`src/rtl/rv32_pkg.sv`:
```
// Shared RV32 constants and types for the fetch slice.
//   XLEN          datapath width
//   INSTR_NOP     canonical RV32I nop (addi x0, x0, 0) presented when no instruction is valid
//   MEM_DEPTH     instr_mem depth in words; the fetch unit itself never checks it
//   fetch_state_t response-side state of the fetch stage
package rv32_pkg;

    localparam int unsigned XLEN      = 32;
    localparam logic [31:0] INSTR_NOP = 32'h0000_0013;
    localparam int unsigned MEM_DEPTH = 1024;

    typedef enum logic [1:0] {
        FS_EMPTY = 2'd0,  // no valid response this cycle
        FS_RUN   = 2'd1,  // response comes straight from instr_mem
        FS_HOLD  = 2'd2   // response replayed from the skid register
    } fetch_state_t;

endpackage

```
`src/rtl/fetch_skid_reg.sv`:
```
// Skid register for the fetch stage: captures the memory response when decode stalls
// and selects which instruction is presented downstream.
//   clk        clock, all state on posedge
//   rst        synchronous active-high reset
//   capture    load mem_instr into the hold register this edge
//   state      current fetch state, selects the output source
//   mem_instr  instr_mem read data
//   out_instr  instruction to decode; INSTR_NOP when state is FS_EMPTY
module fetch_skid_reg
    import rv32_pkg::*;
(
    input  logic              clk,
    input  logic              rst,
    input  logic              capture,
    input  fetch_state_t      state,
    input  logic [XLEN-1:0]   mem_instr,
    output logic [XLEN-1:0]   out_instr
);

    logic [XLEN-1:0] hold_q;

    always_ff @(posedge clk) begin
        if (rst) begin
            hold_q <= '0;
        end else if (capture) begin
            hold_q <= mem_instr;
        end
    end

    always_comb begin
        out_instr = INSTR_NOP;
        unique case (state)
            FS_RUN:  out_instr = mem_instr;
            FS_HOLD: out_instr = hold_q;
            default: out_instr = INSTR_NOP;
        endcase
    end

endmodule

```
`src/rtl/fetch_unit.sv`:
```
// Instruction-fetch stage, requester side of a 1-cycle synchronous instr_mem.
// Drives the fetch PC, pairs each memory response with its address and hands
// {valid, pc, instr} to decode. Handles decode stall via a skid register and
// branch/jump redirect by flushing the in-flight fetch.
//   clk          clock, all state on posedge
//   rst          synchronous active-high reset
//   stall        decode cannot accept; hold current output
//   redirect     load redirect_pc and flush the in-flight fetch
//   redirect_pc  redirect target, low two bits ignored
//   imem_pc      address to instr_mem, sampled by the memory at posedge
//   imem_instr   instr_mem data for the address presented on the previous edge
//   if_valid     if_pc/if_instr carry a real instruction
//   if_pc        address of if_instr
//   if_instr     instruction; INSTR_NOP when if_valid is low
module fetch_unit
    import rv32_pkg::*;
#(
    parameter logic [31:0] RESET_PC = 32'h0000_0000
) (
    input  logic              clk,
    input  logic              rst,
    input  logic              stall,
    input  logic              redirect,
    input  logic [XLEN-1:0]   redirect_pc,
    output logic [XLEN-1:0]   imem_pc,
    input  logic [XLEN-1:0]   imem_instr,
    output logic              if_valid,
    output logic [XLEN-1:0]   if_pc,
    output logic [XLEN-1:0]   if_instr
);

    fetch_state_t    state_q;
    logic [XLEN-1:0] fetch_pc_q;
    logic [XLEN-1:0] resp_pc_q;
    logic            capture;

    // Word alignment is forced, so the low bits of the target are dropped.
    logic [1:0] unused_redirect_lsb;
    assign unused_redirect_lsb = redirect_pc[1:0];

    // Priority: rst > redirect > stall > advance. While stalled, fetch_pc is held so the
    // memory keeps re-reading the next address and its data is current on release.
    always_ff @(posedge clk) begin
        if (rst) begin
            fetch_pc_q <= RESET_PC;
            resp_pc_q  <= '0;
            state_q    <= FS_EMPTY;
        end else if (redirect) begin
            // The response arriving next cycle belongs to the old stream; drop it.
            fetch_pc_q <= {redirect_pc[XLEN-1:2], 2'b00};
            state_q    <= FS_EMPTY;
        end else if (stall) begin
            if (state_q == FS_RUN) begin
                state_q <= FS_HOLD;
            end
        end else begin
            resp_pc_q  <= fetch_pc_q;
            fetch_pc_q <= fetch_pc_q + 32'd4;
            state_q    <= FS_RUN;
        end
    end

    // Only a live memory response needs saving; HOLD already owns its copy.
    assign capture = !redirect && stall && (state_q == FS_RUN);

    fetch_skid_reg u_skid (
        .clk       (clk),
        .rst       (rst),
        .capture   (capture),
        .state     (state_q),
        .mem_instr (imem_instr),
        .out_instr (if_instr)
    );

    assign imem_pc  = fetch_pc_q;
    assign if_pc    = resp_pc_q;
    assign if_valid = (state_q != FS_EMPTY);

endmodule

```
`config.mk`:
```
export PLATFORM = sky130hd
export DESIGN_NAME = fetch_unit
export DESIGN_NICKNAME = d
export VERILOG_FILES = /design/src/rtl/rv32_pkg.sv /design/src/rtl/fetch_skid_reg.sv /design/src/rtl/fetch_unit.sv
export SDC_FILE = /design/constraint.sdc
export NUM_CORES = 1
export LEC_CHECK = 0
export ABC_AREA = 0
export CORE_MARGIN = 2
export CORE_UTILIZATION = 40
export DETAILED_ROUTE_END_ITERATION = 12
export PLACE_DENSITY = 0.84
export SLEW_MARGIN = 20
export SYNTH_ARGS = -nofsm -noshare
export SYNTH_HDL_FRONTEND = slang
export SYNTH_SLANG_ARGS = --single-unit
export TNS_END_PERCENT = 100
```
`constraint.sdc`:
```
create_clock -name clk -period 1.9 [get_ports clk]
set_input_delay 0.38 -clock clk [delete_from_list [all_inputs] [get_ports clk]]
set_output_delay 0.38 -clock clk [all_outputs]
set_load 0.005 [all_outputs]
```
==> impl_metrics.toml, run 1 <==
[layout]
net_count_of_the_finished_layout = 853
final-instance-count-excl-fill = 926
final_cell_mix = "nand2_1, clkdlybuf4s50_1, dfxtp_1, a21oi_1, buf_4"
layout-area-overhead-vs-synth_pct = 64.1
design_area_um2 = 7390
drive_above_1_share_pct = 26.0
n_antenna_cell = 0
final_common_cell = "nand2_1"

[logic_synthesis]
syn_area_per_cell_um2 = 7.77
post_synth_inst_count = 580
synth_top_flop_cell = "dfxtp_1"
synthesized_area_um2 = 4510
post_synthesis_async_set_or_reset_flop_share_pct = 0
synth_enable_flop_cells = 0
postSynthRegisterBits = 94
synthDistinctLibCells = 50
yosys_warnings = 0
synth-seq-area-share_pct = 41.8

[timing]
final_period_minus_worst_setup_slack_ns = 2.11
setup_repair_after_global_routing_missed_its_margin = "yes"
max_freq_mhz = 475
final-setup-viol-count = 33
final-hold-violation-count = 0
fin_worst_skew_ns = 0.00762
timing.final.crit_share_pct = 111
setup_ws_ns = -0.206
slew_violations = 0

[drt]
route.detailed.drc = 0
routed-via-count = 5210
drt_pass1_iterations = 5
vias_per_cell = 5.63
drt_wl_total_um = 16900
post_drt_wl_per_cell_um = 18.2
antenna_left = 0
initialDrtViolationCount = 459

[placement]
placed_cell_area_um2 = 6530
dpl.hpwl_um = 10800
gp_routability_congestion = 0.894
buffer_ports.inserted = 158
post-place-cells = 888
preCtsSetupSlack_ns = -0.305

[floorplanning]
die_area_um2 = 12100
ioPinCount = 165
start_util_pct = 41.2
area_of_the_core_region_um2 = 10900
die-height_um = 110
placement_rows = 38
die_x_extent_um = 110

[clock_network]
insertion_delay_of_the_later_clocked_pin_in_the_worst_skew_pair_ns = 0.34
ctsRootBufferMaster = "clkbuf_16"
number_of_h_tree_levels = 3
cts_buffers = 9
cts-root-to-sink-buffers = 2
cts_sinks = 94
tritoncts = "built"
clkSlewWorstSetupHoldPaths_ns = 0.07

[global_route]
grt_antenna_before_repair = 0
grt_max_degree = 33
overflow = 0
grt_first_pass_wirelength_um = 25300
global_route.usage.total_pct = 26.8
via_count_of_the_first_global_routing_pass = 5097

[critical_path]
cp.required_ns = 1.52
criticalPathCategory = "reg -> out"
cp-start-kind = "flop"
setup.reg_to_reg.worst_slack_ns = -0.02
worstSetupEndpointType = "output pin"
worstPathMaxFanout = 7
critical_path_arrival_ns = 1.73

[status]
status = "finished with violations"
failed_checks = "setup timing"

[power_and_ir_drop]
irDropWorstVdd_uv = 576
power.leakage_nw = 2.62
power-per-cell-area_nw_per_um2 = 662
finalPower_w = 0.00490

[run]
drv.max_cap_violation_count = 0

[hold_path]
worst_min_delay_path_category = "reg -> reg"
## routing by layer
layer	global-route usage, %	up-vias	share of wire [%]
met5	0	-	0
met4	11.4	0	3.0
met3	6.64	40	7.5
met2	47.4	248	50
met1	30.5	2480	40
li1	-	2442	-
## where the power goes
part	switching (W)	internal, W
registers	0.0000672	0.00204
clock network	0.000788	0.00116
logic	0.000364	0.000475
## worst paths after layout
| check | startpoint | end | cells after the start |
|---|---|---|---|
| setup / recovery | state_q[0] | if_instr[13] | 8 |
| hold reg to reg | if_pc[3] | if_pc[3] | 2 |
| setup reg to reg | imem_pc[2] | imem_pc[20] | 5 |
| hold / removal | if_pc[3] | if_pc[3] | 2 |
## logic make-up (layout without fill, tap and decap cells)
kind of cell	after synthesis	in the layout	synth area share, %
compound gates	144	144	20.4
xor+xnor	9	9	1.75
fa+ha+maj	4	4	1.11
buf+inv	56	259	5.03
flops	94	94	41.8
mux	3	3	0.722
other cells	1	4	0.0832
simple gates	269	269	29.1
## synth_stat cells, drive strengths merged, types with 2 or more instances
library cell | number | area share [%]
or2 | 2 | 0.28
nor3 | 3 | 0.33
a22oi | 33 | 5.5
nand3 | 7 | 0.78
o21ai | 3 | 0.33
clkbuf | 43 | 3.6
nor2 | 21 | 1.7
a31oi | 6 | 0.83
and2 | 3 | 0.42
nor2b | 31 | 4.3
and4 | 4 | 0.78
nor4b | 3 | 0.58
nand4 | 12 | 1.8
and3b | 2 | 0.39
buf | 6 | 0.86
a211oi | 8 | 1.3
inv | 7 | 0.58
and3 | 6 | 0.83
o211ai | 5 | 0.83
a21oi | 67 | 7.4
nand2b | 3 | 0.42
xnor2 | 4 | 0.78
a311oi | 9 | 1.7
ha | 4 | 1.1
a2111oi | 3 | 0.61
or4 | 13 | 2.2
xor2 | 5 | 0.97
dfxtp | 94 | 42
or3 | 4 | 0.56
nand2 | 148 | 12
o31ai | 6 | 1.0
nor4 | 3 | 0.56
mux2 | 2 | 0.50
## metrics by stage
stage	util (%)	TNS [ns]	hold WS (ns)
floorplan	-	0	0.436
global placement	59.7	-6.91	0.441
detailed placement	59.7	-9.34	0.447
CTS	66.1	-3.89	0.458
global route	67.6	-4.96	0.475
finish	67.6	-3.38	0.455
## timing repair
item | in CTS | in global routing
endpoints found under the setup margin | 34 | 44
gates resized for setup | 190 | 45
setup buffers | 16 | 3
hold buffers | 0 | 0
pin swaps | 10 | 19
gates cloned | 3 | 1
## area by class of cell
| type | count | area, µm² |
|---|---|---|
| timing repair buffer | 236 | 2240 |
| clock buffer | 9 | 225 |
| inverter | 7 | 28.8 |
| clock inverter | 7 | 97.6 |
| multi-input combinational | 433 | 2740 |
| fill | 842 | 3540 |
| sequential | 94 | 1890 |
| tap | 140 | 175 |
## sequential cells by signal (all words and copies together) (netlist names)
signal         count
imem_pc           30
if_pc             30
state_q            2
u_skid.hold_q     32
## worst max-delay path: stages, from the launching register on
cell,delay [ns]
dfxtp_2,0.33
buf_6,0.11
ha_4,0.18
buf_12,0.14
buf_12,0.14
buf_6,0.12
a22oi_2,0.16
nor2b_2,0.07
buf_2,0.13
Note: power is estimated with default switching activity, not from simulation.
==> inputs of run 2 (changes only) <==
- CORE_MARGIN: 2 -> 8
- CTS_CLUSTER_SIZE: unset -> 24
==> run 2 against run 1 <==
  * The flow still finishes with violations (setup timing)
  * Register-to-register slack improved by 0.08 ns
  * Routed wire length increased by 2.2%
  * Count of clock-buffer cells in the layout is the same
  * Clock power barely moved
  * Via count shrank 1.1%
  * Global-route usage is 4.4 points lower
  * Core utilization shrank 1.0 points
  * Combinational power is 4.6% lower
  * Clock skew rose by 0.0026 ns
  * Setup slack gained 0.11 ns
  * First-iteration DRC count fell by 24%
  * Critical path type unchanged
  * Largest cell class unchanged
  * Largest power group unchanged
==> impl_metrics.toml, run 2 (same netlist as run 1, synthesis figures left out) <==
[status]
status = "finished with violations"
failed_checks = "setup timing"

[timing]
fin_worst_skew_ns = 0.0102
slew_violations = 0
timing.final.crit_share_pct = 105
setup_repair_after_global_routing_missed_its_margin = "yes"
fin_tns_setup_ns = -0.880
final-setup-viol-count = 19
final-hold-violation-count = 0
final_period_minus_worst_setup_slack_ns = 2.00
setup_ws_ns = -0.0956
max_freq_mhz = 501

[global_route]
overflow = 0
grt_max_degree = 36
grt_antenna_before_repair = 0
global_route.usage.total_pct = 22.4
grt_first_pass_wirelength_um = 27000
via_count_of_the_first_global_routing_pass = 5393

[drt]
initialDrtViolationCount = 349
antenna_left = 0
vias_per_cell = 5.64
routed-via-count = 5151
drt_wl_total_um = 17200
post_drt_wl_per_cell_um = 18.8
route.detailed.drc = 0
drt_pass1_iterations = 5

[floorplanning]
placement_rows = 38
die-height_um = 122
start_util_pct = 41.2
area_of_the_core_region_um2 = 10900
die_area_um2 = 14900
die_x_extent_um = 122
ioPinCount = 165

[critical_path]
critical-path-max-stage-delay_ns = 0.34
critical_path_arrival_ns = 1.62
worst-r2r-cell-count = 5
critical_path.n_buffers_inverters = 4
worstSetupEndpointType = "output pin"
cp.required_ns = 1.52
criticalPathCategory = "reg -> out"
worstPathMaxFanout = 8
crit_family = "buffers and inverters"
crit_path_cell_trace = "inv_4 > ha_4 > buf_6 > buf_16 > a22oi_2 > nor2b_1 > buf_2"
cp-start-kind = "flop"
worst-path-stages = 7
cpMaxStageDelayCell = "dfxtp_2"

[clock_network]
cts-root-to-sink-buffers = 2
ctsRootBufferMaster = "clkbuf_16"
cts_sinks = 94
insertion_delay_of_the_later_clocked_pin_in_the_worst_skew_pair_ns = 0.33
cts_hold_buf = 0
cts_buffers = 9
clkSlewWorstSetupHoldPaths_ns = 0.07
number_of_h_tree_levels = 3
tritoncts = "built"

[placement]
placed_cell_area_um2 = 6550
buffer_ports.inserted = 158
preCtsSetupSlack_ns = -0.304
dpl.hpwl_um = 11400
gp_routability_congestion = 0.905

[hold_path]
worstHoldPathCells = 2
worst_min_delay_path_category = "in -> reg"

[layout]
n_antenna_cell = 0
net_count_of_the_finished_layout = 841
top_register = "u_skid.hold_q"
final_cell_mix = "nand2_1, clkdlybuf4s50_1, dfxtp_1, a21oi_1, buf_4"
fill_cells = 880
design_area_um2 = 7280
largest_reg_flops = 32
final_common_cell = "nand2_1"
drive_above_1_share_pct = 23.3
register_area_um2 = 1890
layout-area-overhead-vs-synth_pct = 61.6
multi_input_area_um2 = 2710

[power_and_ir_drop]
power.leakage_nw = 2.58
irDropWorstVdd_uv = 477
power-per-cell-area_nw_per_um2 = 664

[run]
drv.max_cap_violation_count = 0
[run 2: worst paths after layout]
check	slack [ns]	endpoint	from
min	0.31	imem_pc[24]	rst
max	-0.1	if_instr[8]	state_q[1]
min reg2reg	0.45	if_pc[8]	if_pc[8]
max reg2reg	0.06	imem_pc[20]	imem_pc[2]
[run 2: final cells by class]
| class | count | area share [%] |
|---|---|---|
| Timing Repair Buffer | 224 | 29.6 |
| Multi-Input combinational cell | 433 | 37.2 |
| Tap cell | 140 | 2.41 |
| Inverter | 7 | 0.464 |
| Clock inverter | 7 | 1.32 |
| Clock buffer | 9 | 3.09 |
| Sequential cell | 94 | 25.9 |
[run 2: power breakdown]
| group | leakage [nW] | total [W] | switching [W] | internal [W] |
|---|---|---|---|---|
| Sequential | 0.769 | 0.00211 | 0.0000660 | 0.00204 |
| Clock | 0.160 | 0.00193 | 0.000769 | 0.00116 |
| Combinational | 1.65 | 0.000800 | 0.000352 | 0.000449 |
| Total | 2.58 | 0.00483 | 0.00119 | 0.00365 |
[run 2: metal layers]
metal,wire length [µm],up-vias,GRT usage (%)
met2,8590,211,38.4
met3,1570,52,7.40
met4,537,0,10.4
li1,-,2423,-
met1,6530,2465,24.6
met5,0,-,0
[run 2: repair_timing]
action / in CTS / in global routing
endpoints found under the setup margin: 35 / 44
gates cloned: 7 / 1
buffers inserted: 6 / 2
pin swaps: 15 / 16
gates resized for setup: 183 / 25
[run 2: metrics by stage]
stage / total power, W / std cells / hold slack, ns / utilization [%]
after floorplan: 0.00241 / 583 / 0.436 / -
after global placement: 0.00283 / 886 / 0.441 / 59.9
final: 0.00483 / 914 / 0.309 / 66.6
after detailed placement: 0.00285 / 886 / 0.447 / 59.9
after CTS: 0.00483 / 914 / 0.290 / 65.9
after global routing: 0.00502 / 914 / 0.305 / 66.6
==> patch, RTL diff (settings of run 2) <==
Re-encode `fetch_state_t` (3 states) as one-hot, 3 bits wide.
--- a/src/rtl/rv32_pkg.sv
+++ b/src/rtl/rv32_pkg.sv
@@ -10,8 +10,8 @@
     localparam int unsigned MEM_DEPTH = 1024;
 
-    typedef enum logic [1:0] {
-        FS_EMPTY = 2'd0,  // no valid response this cycle
-        FS_RUN   = 2'd1,  // response comes straight from instr_mem
-        FS_HOLD  = 2'd2   // response replayed from the skid register
+    typedef enum logic [2:0] {
+        FS_EMPTY = 3'b001,  // no valid response this cycle
+        FS_RUN   = 3'b010,  // response comes straight from instr_mem
+        FS_HOLD  = 3'b100   // response replayed from the skid register
     } fetch_state_t;
 
Behaviour: same outputs for any inputs over 4 cycles, from zero or initial values and one cycle with rst high; so few cycles prove little.
==> patch against run 2 <==
- the run still ends with negative setup slack left
- clock skew is essentially flat
- critical path depth is the same
- sequential cell count up 1
- setup slack got worse by 0.054 ns
- sequential share of layout area increased by 1.6 points
- wire length shrank 0.69%
- total power is 14% lower
- fmax decreased by 2.6%
- synthesized cell count shrank 1.4%
- design area fell by 3.0%
- area after synthesis fell by 1.5%
- non-clock buffer count rose by 13
- largest cell class unchanged
==> patch: results (changes against run 2) <==
Status: finished, violations left
Failing checks: negative setup slack
Setup Viol. Count Final: 30 (+11)
Initial DRT Pass Iterations: 4 (-1)
Clk cell area share: 2.84% (-1.6 points)
Iter 0 DRT Violations: 411 (+18%)
Clock Power Share: 32.8% (-7.0 points)
Clk. pwr: 1.36 mW (-30%)
Worst Path Arrival: 1.67 ns (+0.05 ns)
Worst Setup SP: state_q[1]
Fill count: 890 (+1.1%)
Switching Share: 26.6% (+2.0 points)
HPWL Detailed: 11.7 mm (+2.9%)
Non-clock buffering overhead: 31.1% (+1.5 points)
Dpl cells: 886 (unchanged)
Synth cell types: 52 (+4.0%)
Bufs w/o clock: 237 (+5.8%)
Largest net degree at the start of global routing: 44 (+22%)
R2r startpoint: imem_pc[4]
Final WL: 17.1 mm (-0.69%)
Clock root cell: clkbuf_8
Syn Area/Cell: 7.76 sq um (about the same)
All-Layer GR Usage: 21.8% (-0.57 points)
Clock transition at the registers of the reported paths: 0.09 ns (+0.02 ns)
Proportion of layout cells with a drive suffix above 1: 23.1% (-0.15 points)
Number of diodes: 1 (+1)
Clk_lat worst skew: 0.37 ns (+0.04 ns)
Initial antenna violation count: 1 (+1)
Crit Path Max Fanout: 6 (-2)
Placed instance area: 6560 sq um (+0.13%)
First-pass GRT wire length: 26.0 mm (-4.0%)
Sink Count: 95 (+1.1%)
Final Cell Area: 7060 sq um (-3.0%)
Vias in the first global route: 5289 (-1.9%)
CLK BUF: 11 (+2)
Seq/Total Area, Yosys: 42.8% (+1.1 points)
Final Wtd Congestion: 0.851 (-6.0%)
Die W: 121 um (-0.64%)
PostCTS Resize Cnt: 159 (-13%)
Net count, final: 844 (+0.36%)
Routed len/inst: 18.6 um (-1.3%)
Final worst slack: -0.150 ns (-0.0541 ns)
Multi-input combinational area share: 35.7% (-1.5 points)
Sequential cell area share: 27.5% (+1.6 points)
[patch: final timing paths]
kind	endpoint	slack, ns	cells past startpoint
worst max-delay path	if_instr[4]	-0.15	7
worst min register to register	if_pc[25]	0.46	2
worst max register to register	imem_pc[21]	0.01	4
worst min-delay path	u_skid.hold_q[6]	0.37	2
[patch: cells by family after synthesis]
family | share of synthesized area [%]
and+or+nand+nor | 27.6
AOI/OAI and AO/OA | 22.0
DFF | 42.8
buffers and inverters | 5.19
xor gates and xnor gates | 1.58
muxes | 0.451
adders and majority gates | 0.282
other | 0.0845
[patch: critical path, stage by stage (launching register included)]
cell,delay (ns)
dfxtp_4,0.37
nor3b_4,0.16
buf_6,0.12
buf_6,0.12
buf_8,0.13
a22oi_2,0.18
o21ai_1,0.09
buf_2,0.13
[patch: routing by layer]
metal / track usage, % / share of wire [%] / vias up
li1: - / - / 2436
met1: 22.2 / 36 / 2499
met2: 39.2 / 52 / 213
met3: 7.86 / 9.4 / 45
met4: 9.56 / 2.6 / 0
met5: 0 / 0 / -
